[src/rtl/fifo_pkg.sv]
// rtl/fifo_pkg.sv - shared constants and helpers for the parametrised FIFO
package fifo_pkg;

    localparam int FIFO_MODE_STD  = 0;
    localparam int FIFO_MODE_FWFT = 1;

    function automatic int clog2(input int n);
        int r;
        r = 0;
        while ((1 << r) < n) r++;
        return r;
    endfunction

endpackage

[src/rtl/fifo_ram.sv]
// rtl/fifo_ram.sv - DEPTH x DATA_W simple dual-port RAM, sync write, async read
module fifo_ram #(
    parameter int DATA_W = 8,
    parameter int DEPTH  = 16,
    parameter int AW     = 4
) (
    input  logic              clk,
    input  logic              we_i,
    input  logic [AW-1:0]     waddr_i,
    input  logic [DATA_W-1:0] wdata_i,
    input  logic [AW-1:0]     raddr_i,
    output logic [DATA_W-1:0] rdata_o
);

    logic [DATA_W-1:0] mem_q [DEPTH];

    always_ff @(posedge clk) begin
        if (we_i) mem_q[waddr_i] <= wdata_i;
    end

    assign rdata_o = mem_q[raddr_i];

endmodule

[src/rtl/param_fifo.sv]
// rtl/param_fifo.sv - parametrised single-clock FIFO with thresholds, sticky errors and FWFT option
module param_fifo
    import fifo_pkg::*;
#(
    parameter int DATA_W    = 8,
    parameter int DEPTH     = 16,
    parameter int AF_THRESH = 12,
    parameter int AE_THRESH = 4,
    parameter int FWFT      = FIFO_MODE_STD
) (
    input  logic                   clk,
    input  logic                   rst_n,
    input  logic                   wr,
    input  logic [DATA_W-1:0]      data_in,
    input  logic                   rd,
    input  logic                   clr_err,
    output logic [DATA_W-1:0]      data_out,
    output logic                   rd_valid,
    output logic                   ffull,
    output logic                   fempty,
    output logic                   falmost_full,
    output logic                   falmost_empty,
    output logic                   foverflow,
    output logic                   funderflow,
    output logic [clog2(DEPTH):0]  count
);

    localparam int AW = clog2(DEPTH);
    localparam int CW = AW + 1;

    if (DEPTH < 4 || (DEPTH & (DEPTH - 1)) != 0) begin : g_bad_depth
        $error("param_fifo: DEPTH must be a power of 2 and >= 4");
    end
    if (AF_THRESH < 1 || AF_THRESH > DEPTH) begin : g_bad_af
        $error("param_fifo: AF_THRESH out of range 1..DEPTH");
    end
    if (AE_THRESH < 0 || AE_THRESH > DEPTH - 1) begin : g_bad_ae
        $error("param_fifo: AE_THRESH out of range 0..DEPTH-1");
    end
    if (FWFT != FIFO_MODE_STD && FWFT != FIFO_MODE_FWFT) begin : g_bad_mode
        $error("param_fifo: FWFT must be 0 or 1");
    end

    logic [AW-1:0]     wptr_q, wptr_d, rptr_q, rptr_d;
    logic [CW-1:0]     count_q, count_d;
    logic              ovf_q, ovf_d, udf_q, udf_d;
    logic              rd_ok, wr_ok;
    logic [DATA_W-1:0] ram_rdata;

    assign fempty        = (count_q == '0);
    assign ffull         = (count_q == CW'(DEPTH));
    assign falmost_full  = (count_q >= CW'(AF_THRESH));
    assign falmost_empty = (count_q <= CW'(AE_THRESH));
    assign foverflow     = ovf_q;
    assign funderflow    = udf_q;
    assign count         = count_q;

    // A full FIFO still takes a write when the same cycle frees a slot.
    assign rd_ok = rd & ~fempty;
    assign wr_ok = wr & (~ffull | rd_ok);

    always_comb begin
        wptr_d  = wptr_q;
        rptr_d  = rptr_q;
        count_d = count_q;
        if (wr_ok) wptr_d = wptr_q + AW'(1);
        if (rd_ok) rptr_d = rptr_q + AW'(1);
        if (wr_ok && !rd_ok)      count_d = count_q + CW'(1);
        else if (rd_ok && !wr_ok) count_d = count_q - CW'(1);
        ovf_d = (ovf_q & ~clr_err) | (wr & ~wr_ok);
        udf_d = (udf_q & ~clr_err) | (rd & ~rd_ok);
    end

    always_ff @(posedge clk) begin
        if (!rst_n) begin
            wptr_q  <= '0;
            rptr_q  <= '0;
            count_q <= '0;
            ovf_q   <= 1'b0;
            udf_q   <= 1'b0;
        end else begin
            wptr_q  <= wptr_d;
            rptr_q  <= rptr_d;
            count_q <= count_d;
            ovf_q   <= ovf_d;
            udf_q   <= udf_d;
        end
    end

    fifo_ram #(
        .DATA_W (DATA_W),
        .DEPTH  (DEPTH),
        .AW     (AW)
    ) u_ram (
        .clk     (clk),
        .we_i    (wr_ok & rst_n),
        .waddr_i (wptr_q),
        .wdata_i (data_in),
        .raddr_i (rptr_q),
        .rdata_o (ram_rdata)
    );

    if (FWFT == FIFO_MODE_FWFT) begin : g_fwft
        // Head word is masked while empty so stale RAM contents never show.
        assign data_out = fempty ? '0 : ram_rdata;
        assign rd_valid = ~fempty;
    end else begin : g_std
        logic [DATA_W-1:0] dout_q;
        logic              rvalid_q;

        always_ff @(posedge clk) begin
            if (!rst_n) begin
                dout_q   <= '0;
                rvalid_q <= 1'b0;
            end else begin
                rvalid_q <= rd_ok;
                if (rd_ok) dout_q <= ram_rdata;
            end
        end

        assign data_out = dout_q;
        assign rd_valid = rvalid_q;
    end

endmodule
[config.mk]
export PLATFORM = sky130hd
export DESIGN_NAME = param_fifo
export DESIGN_NICKNAME = d
export VERILOG_FILES = /design/src/rtl/fifo_pkg.sv /design/src/rtl/fifo_ram.sv /design/src/rtl/param_fifo.sv
export SDC_FILE = /design/constraint.sdc
export NUM_CORES = 1
export LEC_CHECK = 0
export ABC_AREA = 1
export BUFFER_PORTS_ARGS = -buffer_cell sky130_fd_sc_hd__buf_2
export CAP_MARGIN = 20
export CELL_PAD_IN_SITES_DETAIL_PLACEMENT = 1
export CELL_PAD_IN_SITES_GLOBAL_PLACEMENT = 2
export CORE_ASPECT_RATIO = 1.5
export CORE_MARGIN = 2
export CORE_UTILIZATION = 39
export DETAILED_ROUTE_END_ITERATION = 6
export GPL_ROUTABILITY_DRIVEN = 0
export PLACE_DENSITY_LB_ADDON = 0.1
export RECOVER_POWER = 25
export SYNTH_ARGS = -nofsm -noshare
export SYNTH_HDL_FRONTEND = slang
export SYNTH_HIERARCHICAL = 1
export SYNTH_SLANG_ARGS = --single-unit
[constraint.sdc]
create_clock -name clk -period 2.67 [get_ports clk]
set_input_delay 0.1335 -clock clk [delete_from_list [all_inputs] [get_ports clk]]
set_output_delay 0.1335 -clock clk [all_outputs]
set_load 0.01 [all_outputs]
==> impl_metrics.env <==
export IMPL_layout_nets=766
export IMPL_synthesized_area_fraction_occupied_by_xor_and_xnor_cells=0.00646
export IMPL_largest_family_of_logic_cells_by_synthesized_area="simple AND/OR/NAND/NOR gates"
export IMPL_synthDistinctLibCells=27
export IMPL_hold_class="in -> reg"
export IMPL_powerDensity_mw_per_mm2=893
export IMPL_grt_first_pass_wirelength_microns=27700
export IMPL_first_global_vias=5004
export IMPL_postSynthAreaPerCell_sq_um=9.67
export IMPL_placement_setup_worst_slack_ns=0.242
export IMPL_htreeDepth=4
export IMPL_area_growth_pct=14.5
export IMPL_postRouteWirelength_microns=18200
export IMPL_report_final_hold_viol_count=0
export IMPL_grt_setup_unrepaired="no"
export IMPL_die_area_sq_mm=0.0185
export IMPL_vdd_ir_drop_max_uv=494
export IMPL_layout_commonest_cell="sky130_fd_sc_hd__nand2_1"
export IMPL_timing_final_setup_violations=0
export IMPL_synth_fa_ha_area_frac=0.0140
export IMPL_total_leakage_power_nw=3.39
export IMPL_clock_insertion_delay_worst_skew_ns=0.42
export IMPL_clock_root_buffer="sky130_fd_sc_hd__clkbuf_16"
export IMPL_mostFrequentLayoutCells="sky130_fd_sc_hd__nand2_1 (199), sky130_fd_sc_hd__edfxtp_1 (128), sky130_fd_sc_hd__inv_1 (116), sky130_fd_sc_hd__nand3_1 (106), sky130_fd_sc_hd__nor2_1 (47)"
export IMPL_detailroute_via_count=4903
export IMPL_worst_setup_path_start_kind="flop"
export IMPL_tns_ns=0
export IMPL_start_util=0.394
export IMPL_multiInputGateArea_sq_mm=0.00181
export IMPL_syn_cell_area_sq_mm=0.00678
export IMPL_synthesis_instances=701
export IMPL_final_critical_path_setup_slack_ns=0.251
export IMPL_synthesis_nets=721
export IMPL_muxShareOfSynthArea=0
export IMPL_drtIter0Drc=201
export IMPL_slew_violations=0
export IMPL_globalRoute_totalOverflow=0
export IMPL_worst_path_max_fanout=5
export IMPL_status="completed"
export IMPL_synthFlopType="sky130_fd_sc_hd__edfxtp_1"
export IMPL_coreArea_sq_mm=0.0172
export IMPL_dieHeight_microns=165
export IMPL_seq_area_frac_synth=0.638
export IMPL_grt_start_max_net_pins=67
export IMPL_route_detailed_vias_per_inst=5.04
export IMPL_worstPathArrival_ns=2.74
export IMPL_cap_viol_max_count=0
export IMPL_n_fill_cell=1960
export IMPL_tritoncts_num_sinks=152
export IMPL_cts_tree="built"
export IMPL_final_antenna_net_count=0
export IMPL_max_freq_mhz=413
export IMPL_die_width_microns=112
export IMPL_detailedRoute_firstPassIterationCount=4
export IMPL_yosys_warning_count=6
export IMPL_ctsResizeCount=0
export IMPL_routedWlPerCell_microns=18.7
export IMPL_synth_ff_latch_count=152
export IMPL_criticalPathCategory="reg -> reg"
export IMPL_synth_compound_area_frac=0.0185
export IMPL_antenna_found_initial=0
export IMPL_cts_hold_repair_buffers=1
export IMPL_postCtsSetupBuffers=0
export IMPL_synth_simple_gate_area_frac=0.228
export IMPL_fin_crit_sh=0.906
export IMPL_synth_edf_count=128
export IMPL_io_pins=33
export IMPL_tritoncts_num_buffers=17
export IMPL_asyncSetResetFlopFracSynth=0
export IMPL_worst_ep_required_time_ns=2.99
export IMPL_slew_headroom=0.381
export IMPL_worst_pin_slew_ns=0.929
export IMPL_dpl_hpwl_microns=11800
export IMPL_ff2ff_path_depth=13
export IMPL_groute_usage_overall=0.203
export IMPL_clock_skew_ns=0.0125
export IMPL_antennaDiodeCount=0
export IMPL_seq_area_sq_mm=0.00433
export IMPL_worst_setup_hold_path_clk_slew_ns=0.06
export IMPL_drc_errors=0
export IMPL_worst_setup_path_end_kind="flop"
export IMPL_clock_path_buffers=2
export IMPL_min_period_ns=2.42
export IMPL_final_layout_size_suffix_gt1_frac=0.115
export IMPL_placement_rows=59
export IMPL_timing_hold_worst_path_depth=3
export IMPL_buffer_ports_inserted=32
-- state kept, by name (all words and copies together) (netlist names) --
name,cells
data_out,8
wptr_q,4
foverflow,1
rd_valid,1
funderflow,1
u_ram/mem_q,128
rptr_q,4
count,5
-- cell usage after synthesis (all sizes together), types with 2 or more instances --
cell,instances,area (sq um)
nand2,201,764
edfxtp,128,3840
inv,120,450
nand3,107,541
nor2,49,194
buf,26,189
dfxtp,24,480
o21ai,14,70.1
a21oi,11,55.1
ha,6,75.1
xor2,4,35.0
nand3b,3,22.5
clkbuf,2,7.51
nand4,2,12.5
-- report_power, final --
group	internal [mW]	switching [mW]	leakage [nW]	total, mW
Combinational	0.576	1.26	1.76	1.84
Sequential	2.69	0.109	1.35	2.80
Clock	1.31	0.980	0.276	2.29
Total	4.58	2.35	3.39	6.93
-- worst max-delay path, stage by stage, from the launching register on --
cell                      delay [ns]
sky130_fd_sc_hd__dfxtp_1        0.39
sky130_fd_sc_hd__nor2_4         0.21
sky130_fd_sc_hd__nand4_1        0.24
sky130_fd_sc_hd__nand2_2        0.16
sky130_fd_sc_hd__inv_1          0.08
sky130_fd_sc_hd__ha_1           0.19
sky130_fd_sc_hd__inv_1          0.16
sky130_fd_sc_hd__ha_1           0.32
sky130_fd_sc_hd__a21oi_1        0.18
sky130_fd_sc_hd__nand2_1        0.09
sky130_fd_sc_hd__nand2_1        0.06
sky130_fd_sc_hd__nand2_1        0.04
sky130_fd_sc_hd__o21ai_0        0.14
sky130_fd_sc_hd__inv_1          0.05
-- through the flow --
stage	hold slack (ns)	util	total power [mW]	instance area [sq um]	instances
6_report	0.0421	0.451	6.93	7760	972
5_1_grt	0.0360	0.451	7.31	7760	972
4_1_cts	0.0298	0.452	7.03	7770	972
3_5_place_dp	0.430	0.418	4.72	7190	939
3_3_place_gp	0.400	0.418	4.67	7190	939
2_1_floorplan	0.232	-	4.11	6780	701
-- cells by family after synthesis --
| kind of cell | count (synthesis) |
|---|---|
| AO/OA/AOI/OAI | 25 |
| XOR/XNOR | 5 |
| adder cells (fa/ha/maj) | 7 |
| buffers and inverters | 148 |
| flip-flops | 152 |
| AND/OR/NAND/NOR | 364 |
-- path summary, 6_finish.rpt --
kind	end	start	slack, ns
worst min-delay path	funderflow	rd	0.04
worst max-delay path	count[3]	count[0]	0.25
worst min register to register	data_out[1]	data_out[1]	0.48
worst max register to register	count[3]	count[0]	0.25
-- final cells by class --
| type | instances | area share |
|---|---|---|
| inverter | 120 | 0.0580 |
| tap | 213 | 0.0343 |
| clock inverter | 11 | 0.0106 |
| clock buffer | 21 | 0.0622 |
| sequential | 152 | 0.557 |
| multi-input combinational | 401 | 0.233 |
| timing repair buffer | 54 | 0.0443 |
-- layer usage --
metal / part of all wire / global-route usage / vias up
li1: - / - / 2341
met1: 0.40 / 0.237 / 2429
met2: 0.53 / 0.373 / 106
met3: 0.037 / 0.0321 / 27
met4: 0.028 / 0.0814 / 0
met5: 0 / 0 / -
Power figures use the tool's default switching activity.
